==> src/rtl/prbs_pkg.sv <==
`default_nettype none
// +----------------------------------------------------------------------------+
// | prbs_pkg : mode encodings, LFSR order/tap constants, controller state enum |
// | Revision : 1.0                                                             |
// +----------------------------------------------------------------------------+
package prbs_pkg;

  typedef enum logic [1:0] {
    MODE_PRBS7  = 2'b00,
    MODE_PRBS15 = 2'b01,
    MODE_PRBS23 = 2'b10,
    MODE_PRBS31 = 2'b11
  } prbs_mode_e;

  localparam int ORDER_PRBS7  = 7;
  localparam int TAP_PRBS7    = 6;
  localparam int ORDER_PRBS15 = 15;
  localparam int TAP_PRBS15   = 14;
  localparam int ORDER_PRBS23 = 23;
  localparam int TAP_PRBS23   = 18;
  localparam int ORDER_PRBS31 = 31;
  localparam int TAP_PRBS31   = 28;

  typedef enum logic [1:0] {
    ST_IDLE = 2'd0,
    ST_SEED = 2'd1,
    ST_RUN  = 2'd2,
    ST_DONE = 2'd3
  } state_e;

  // Keeps every LFSR bit above the selected order at zero.
  function automatic logic [30:0] order_mask(input logic [1:0] mode);
    case (mode)
      MODE_PRBS7:  return 31'h0000_007F;
      MODE_PRBS15: return 31'h0000_7FFF;
      MODE_PRBS23: return 31'h007F_FFFF;
      default:     return 31'h7FFF_FFFF;
    endcase
  endfunction

endpackage
`default_nettype wire

==> src/rtl/prbs_seq_ctrl_if.sv <==
`default_nettype none
// +----------------------------------------------------------------------------+
// | prbs_seq_ctrl_if : command inputs and pattern outputs of the sequencer     |
// | Revision : 1.0                                                             |
// +----------------------------------------------------------------------------+
interface prbs_seq_ctrl_if #(
  parameter int LEN_W = 16
);
  logic             start;
  logic             abort;
  logic [1:0]       mode;
  logic [LEN_W-1:0] burst_len;
  logic             inj_en;
  logic [LEN_W-1:0] inj_idx;
  logic             bit_out;
  logic             bit_valid;
  logic             busy;
  logic             done;
  logic [LEN_W-1:0] bit_cnt;

  modport master (
    output start, abort, mode, burst_len, inj_en, inj_idx,
    input  bit_out, bit_valid, busy, done, bit_cnt
  );

  modport slave (
    input  start, abort, mode, burst_len, inj_en, inj_idx,
    output bit_out, bit_valid, busy, done, bit_cnt
  );
endinterface
`default_nettype wire

==> src/rtl/prbs_lfsr_core.sv <==
`default_nettype none
// +----------------------------------------------------------------------------+
// | prbs_lfsr_core : 31-bit Fibonacci LFSR with seed load, step and mode taps  |
// | Revision : 1.0                                                             |
// +----------------------------------------------------------------------------+
module prbs_lfsr_core
  import prbs_pkg::*;
#(
  parameter logic [30:0] SEED = 31'd1
) (
  input  logic       clk,
  input  logic       rst,
  input  logic       i_load,
  input  logic       i_step,
  input  logic [1:0] i_mode,
  output logic       o_msb
);

  logic [30:0] r_lfsr;
  logic [30:0] w_mask;
  logic [30:0] w_seed;
  logic [30:0] w_next;
  logic        w_msb;
  logic        w_tap;

  always_comb begin
    w_mask = order_mask(i_mode);
    w_seed = SEED & w_mask;
    // An all-zero state would lock the LFSR, so fall back to 1.
    if (w_seed == '0) w_seed = 31'd1;
    w_msb = 1'b0;
    w_tap = 1'b0;
    case (i_mode)
      MODE_PRBS7:  begin w_msb = r_lfsr[ORDER_PRBS7-1];  w_tap = r_lfsr[TAP_PRBS7-1];  end
      MODE_PRBS15: begin w_msb = r_lfsr[ORDER_PRBS15-1]; w_tap = r_lfsr[TAP_PRBS15-1]; end
      MODE_PRBS23: begin w_msb = r_lfsr[ORDER_PRBS23-1]; w_tap = r_lfsr[TAP_PRBS23-1]; end
      default:     begin w_msb = r_lfsr[ORDER_PRBS31-1]; w_tap = r_lfsr[TAP_PRBS31-1]; end
    endcase
    w_next = {r_lfsr[29:0], w_msb ^ w_tap} & w_mask;
  end

  always_ff @(posedge clk or posedge rst) begin
    if (rst) begin
      r_lfsr <= 31'd1;
    end else if (i_load) begin
      r_lfsr <= w_seed;
    end else if (i_step) begin
      r_lfsr <= w_next;
    end
  end

  assign o_msb = w_msb;

endmodule
`default_nettype wire

==> src/rtl/prbs_seq_ctrl.sv <==
`default_nettype none
// +----------------------------------------------------------------------------+
// | prbs_seq_ctrl : burst sequencer driving the PRBS LFSR core                 |
// | Revision : 1.0                                                             |
// +----------------------------------------------------------------------------+
module prbs_seq_ctrl
  import prbs_pkg::*;
#(
  parameter int          LEN_W = 16,
  parameter logic [30:0] SEED  = 31'd1
) (
  input  logic           clk,
  input  logic           rst_n,
  prbs_seq_ctrl_if.slave bus
);

  localparam logic [LEN_W-1:0] C_ONE = LEN_W'(1);

  state_e           r_state;
  state_e           w_state_next;
  logic [1:0]       r_mode;
  logic             r_inj_en;
  logic [LEN_W-1:0] r_burst_len;
  logic [LEN_W-1:0] r_inj_idx;
  logic [LEN_W-1:0] r_bit_cnt;
  logic             w_lfsr_msb;
  logic             w_lfsr_load;
  logic             w_lfsr_step;
  logic             w_last_bit;
  logic             w_inj_hit;

  assign w_last_bit  = (r_burst_len != '0) && (r_bit_cnt == r_burst_len - C_ONE);
  assign w_inj_hit   = r_inj_en && (r_bit_cnt == r_inj_idx);
  assign w_lfsr_load = (r_state == ST_SEED);
  assign w_lfsr_step = (r_state == ST_RUN);

  always_ff @(posedge clk or posedge rst_n) begin
    if (rst_n) begin
      r_state <= ST_IDLE;
    end else begin
      r_state <= w_state_next;
    end
  end

  // abort wins over normal termination on the final bit.
  always_comb begin
    w_state_next = r_state;
    case (r_state)
      ST_IDLE: if (bus.start) w_state_next = ST_SEED;
      ST_SEED: w_state_next = bus.abort ? ST_IDLE : ST_RUN;
      ST_RUN: begin
        if (bus.abort)       w_state_next = ST_IDLE;
        else if (w_last_bit) w_state_next = ST_DONE;
      end
      default: w_state_next = ST_IDLE;
    endcase
  end

  always_comb begin
    bus.bit_out   = 1'b0;
    bus.bit_valid = 1'b0;
    bus.busy      = 1'b0;
    bus.done      = 1'b0;
    case (r_state)
      ST_SEED: bus.busy = 1'b1;
      ST_RUN: begin
        bus.busy      = 1'b1;
        bus.bit_valid = 1'b1;
        bus.bit_out   = w_lfsr_msb ^ w_inj_hit;
      end
      ST_DONE: bus.done = 1'b1;
      default: ;
    endcase
  end

  always_ff @(posedge clk or posedge rst_n) begin
    if (rst_n) begin
      r_mode      <= '0;
      r_inj_en    <= 1'b0;
      r_burst_len <= '0;
      r_inj_idx   <= '0;
    end else if (r_state == ST_IDLE && bus.start) begin
      r_mode      <= bus.mode;
      r_inj_en    <= bus.inj_en;
      r_burst_len <= bus.burst_len;
      r_inj_idx   <= bus.inj_idx;
    end
  end

  // Free-running wrap in continuous mode comes from the natural counter overflow.
  always_ff @(posedge clk or posedge rst_n) begin
    if (rst_n) begin
      r_bit_cnt <= '0;
    end else if (r_state == ST_SEED) begin
      r_bit_cnt <= '0;
    end else if (r_state == ST_RUN) begin
      r_bit_cnt <= r_bit_cnt + C_ONE;
    end
  end

  assign bus.bit_cnt = r_bit_cnt;

  prbs_lfsr_core #(
    .SEED (SEED)
  ) u_lfsr_core (
    .clk    (clk),
    .rst    (rst_n),
    .i_load (w_lfsr_load),
    .i_step (w_lfsr_step),
    .i_mode (r_mode),
    .o_msb  (w_lfsr_msb)
  );

endmodule
`default_nettype wire

==> src/flat_wrapper.sv <==
// flat-port wrapper written by rule: the top's interface ports become plain ports
module prbs_seq_ctrl_flat import prbs_pkg::*;
#(
  parameter int          LEN_W = 16,
  parameter logic [30:0] SEED  = 31'd1
)
  (clk, rst_n, bus_start, bus_abort, bus_mode, bus_burst_len, bus_inj_en, bus_inj_idx, bus_bit_out, bus_bit_valid, bus_busy, bus_done, bus_bit_cnt);
  prbs_seq_ctrl_if #(.LEN_W(LEN_W)) bus_i ();
  input  logic clk;
  input  logic rst_n;
  input wire logic [$bits(bus_i.start)-1:0] bus_start;
  input wire logic [$bits(bus_i.abort)-1:0] bus_abort;
  input wire logic [$bits(bus_i.mode)-1:0] bus_mode;
  input wire logic [$bits(bus_i.burst_len)-1:0] bus_burst_len;
  input wire logic [$bits(bus_i.inj_en)-1:0] bus_inj_en;
  input wire logic [$bits(bus_i.inj_idx)-1:0] bus_inj_idx;
  output wire logic [$bits(bus_i.bit_out)-1:0] bus_bit_out;
  output wire logic [$bits(bus_i.bit_valid)-1:0] bus_bit_valid;
  output wire logic [$bits(bus_i.busy)-1:0] bus_busy;
  output wire logic [$bits(bus_i.done)-1:0] bus_done;
  output wire logic [$bits(bus_i.bit_cnt)-1:0] bus_bit_cnt;
  assign bus_i.start = bus_start;
  assign bus_i.abort = bus_abort;
  assign bus_i.mode = bus_mode;
  assign bus_i.burst_len = bus_burst_len;
  assign bus_i.inj_en = bus_inj_en;
  assign bus_i.inj_idx = bus_inj_idx;
  assign bus_bit_out = bus_i.bit_out;
  assign bus_bit_valid = bus_i.bit_valid;
  assign bus_busy = bus_i.busy;
  assign bus_done = bus_i.done;
  assign bus_bit_cnt = bus_i.bit_cnt;
  prbs_seq_ctrl #(.LEN_W(LEN_W), .SEED(SEED)) u_core (.clk(clk), .rst_n(rst_n), .bus(bus_i));
endmodule
==> config.mk <==
export PLATFORM = sky130hd
export DESIGN_NAME = prbs_seq_ctrl_flat
export DESIGN_NICKNAME = d
export VERILOG_FILES = /design/src/rtl/prbs_pkg.sv /design/src/rtl/prbs_seq_ctrl_if.sv /design/src/rtl/prbs_lfsr_core.sv /design/src/rtl/prbs_seq_ctrl.sv /design/src/flat_wrapper.sv
export SDC_FILE = /design/constraint.sdc
export NUM_CORES = 1
export LEC_CHECK = 0
export BUFFER_PORTS_ARGS = -buffer_cell sky130_fd_sc_hd__buf_2
export CORE_UTILIZATION = 24
export DETAILED_ROUTE_END_ITERATION = 8
export PLACE_DENSITY = 0.48
export SLEW_MARGIN = 20
export SYNTH_ARGS = -nofsm -noshare
export SYNTH_HDL_FRONTEND = slang
export SYNTH_SLANG_ARGS = --single-unit
export TNS_END_PERCENT = 10
==> constraint.sdc <==
create_clock -name clk -period 3.75 [get_ports clk]
set_clock_uncertainty 0.05 [all_clocks]
set_input_delay 0.5625 -clock clk [delete_from_list [all_inputs] [get_ports clk]]
set_output_delay 0.5625 -clock clk [all_outputs]
set_load 0.005 [all_outputs]
==> results_dict.tcl <==
set metrics [dict create \
    synth_nets 472 \
    grt_max_degree 56 \
    wl_per_cell_um 14.5 \
    fmax_mhz 361 \
    dr.pass1.iters 4 \
    h-tree-depth 3 \
    io_buffers 58 \
    synth_cell_types 56 \
    dpl_worst_slack_ns 1.19 \
    rrSetupSlack_ns 1.14 \
    io_pins 59 \
    layout-drive-gt1-share 0.272 \
    rsz0062_at_grt "no" \
    die_h_um 137 \
    cap_violations 0 \
    fin_ws_ns 0.982 \
    yosysWarnings 0 \
    synth_area_sq_um 4380 \
    holdBufCountCts 0 \
    antennaDiodeCount 0 \
    cts_tree "yes" \
    slew_headroom 0.431 \
    first_iter_violations 137 \
    antenna_found_initial 0 \
    worst-endpoint-arrival_ns 2.16 \
    synth_edf_count 0 \
    worstMarginPinSlew_ns 0.851 \
    r2r_cells 7 \
    cts_setup_buffers 0 \
    rows 49 \
    setup_viol 0 \
    worstSetupPathType "flop to output port" \
    synth_seq_cells 84 \
    cp.required_ns 3.14 \
    synth_ff_type "dfrtp_1" \
    die_w_um 137 \
    die-area_sq_um 18800 \
    hpwl_um 7660 \
    startpoint_type "flop" \
    async_flop_share 1.00 \
    hold_slack_ns 0.289 \
    p_total_uw 3550 \
    num_vias 3177 \
    clockRootBuffer "clkbuf_16" \
    tns_ns 0 \
    period_needed_ns 2.77 \
    powerDensity_nw_per_um2 685 \
    hold_viol_final 0 \
    min_path_type "input port to async pin" \
    status "finished, final reports clean" \
    routed_wl_um 10400 \
    end_kind "output port" \
    p_leak_uw 0.00220 \
    clock_path_buffers 2 \
    start_util 0.244 \
    drc 0 \
    overflow 0 \
    grt_pass1_wl_um 17100 \
    r2r-end "u_core.r_state[0]$_DFFE_PP0P_" \
    r2r-start "u_core.r_burst_len[2]$_DFFE_PP0P_" \
    worst-path-max-fanout 11 \
    clk_pin_slew_worst_paths_ns 0.06 \
    clk_latency_ns 0.34 \
    syn2layout_area_growth_pct 18.4 \
    finalCritPeriodShare 0.738 \
    drv_slew 0 \
    synthCells 427 \
    cts_buffers 9 \
    track_usage 0.121 \
    first_global_vias 3204 \
    ant_nets 0 \
    gp_congestion 0.818 \
    clock-sinks 84 \
    syn_area_per_cell_sq_um 10.2 \
    peakVddDrop_mv 0.325 \
    seq_area_frac_synth 0.481 \
    coreArea_sq_um 17900 \
    cts_resized 0 \
    vias_per_cell 4.45 \
    nets 525 \
]
[flip-flops by register name, summed over array words and instances (netlist names)]
signal,flops
u_core.r_state,2
u_core.u_lfsr_core.r_lfsr,31
u_core.r_inj_en,1
u_core.bus.bit_cnt,16
u_core.r_mode,2
u_core.r_inj_idx,16
u_core.r_burst_len,16
[layer usage]
layer	track usage	wire, um
met1	0.154	4740
met2	0.201	5010
met3	0.0374	520
met4	0.0275	86
met5	0	0
[cell type report]
type                    count  area, sq um
clock buffers               9          225
clock inverters             7         51.3
fillers                  1920        12700
inverters                  42          160
multi-input cells         281         2020
flip-flops and latches     84         2100
well taps                 229          287
repair buffers             62          333
[cells in the final DEF (no fill, tap or decap), types with 5 or more instances in the layout]
| master | count |
|---|---|
| ha_1 | 6 |
| nand3_1 | 6 |
| mux2_2 | 37 |
| xor2_1 | 16 |
| nor3_1 | 5 |
| nand4_1 | 8 |
| inv_1 | 41 |
| xnor2_1 | 25 |
| nor2_1 | 21 |
| nand2_1 | 48 |
| buf_2 | 58 |
| o21ai_0 | 39 |
| and2_1 | 5 |
| clkbuf_16 | 9 |
| a21oi_1 | 5 |
| dfrtp_1 | 83 |
[cells by family (layout without fill, tap and decap cells)]
group           count (synthesis)  after routing  synth area share
xor+xnor                       41             41            0.0821
flops                          84             84             0.481
buf+inv                        62            120            0.0569
simple gates                  125            125             0.156
compound gates                 69             69            0.0992
fa+ha+maj                       6              6            0.0172
mux                            40             40             0.108
[worst max-delay path: stages, from the launching register on]
cell and delay (ns):
dfrtp_1 0.62, xnor2_1 0.17, nand3_1 0.13, nor3_1 0.19
nand4_1 0.23, xnor2_1 0.22, and2_1 0.16, buf_2 0.11
[through the flow]
step | instances | utilization | instance area (sq um)
detailed placement | 698 | 0.274 | 4900
finish | 714 | 0.289 | 5180
global placement | 698 | 0.274 | 4900
CTS | 714 | 0.289 | 5180
floorplan | 427 | - | 4380
global route | 714 | 0.289 | 5180
[worst max-delay path by stage]
stage / startpoint / to
2_1_floorplan: rst_n / u_core.bus.bit_cnt[0]$_DFFE_PP0P_
3_3_place_gp: u_core.r_burst_len[2]$_DFFE_PP0P_ / u_core.r_state[1]$_DFFE_PP0P_
3_5_place_dp: u_core.r_burst_len[2]$_DFFE_PP0P_ / u_core.r_state[0]$_DFFE_PP0P_
4_1_cts: u_core.bus.bit_cnt[8]$_DFFE_PP0P_ / bus_bit_out
5_1_grt: u_core.bus.bit_cnt[4]$_DFFE_PP0P_ / bus_bit_out
6_report: u_core.bus.bit_cnt[8]$_DFFE_PP0P_ / bus_bit_out
[cells in the mapped netlist, types with 6 or more instances]
cell / count / share of area
clkbuf_1: 17 / 0.015
dfrtp_1: 83 / 0.47
ha_1: 6 / 0.017
inv_1: 42 / 0.036
mux2_2: 37 / 0.095
nand2_1: 48 / 0.041
nand3_1: 6 / 0.0069
nand4_1: 8 / 0.011
nor2_1: 21 / 0.018
o21ai_0: 39 / 0.045
xnor2_1: 25 / 0.050
xor2_1: 16 / 0.032
[power by group]
group	switching, uW	internal, uW	leakage, uW
Clock	374	452	0.000132
Sequential	335	1170	0.00108
Combinational	621	598	0.000986
Total	1330	2220	0.00220
No activity file was read; power rests on OpenSTA's default activity.
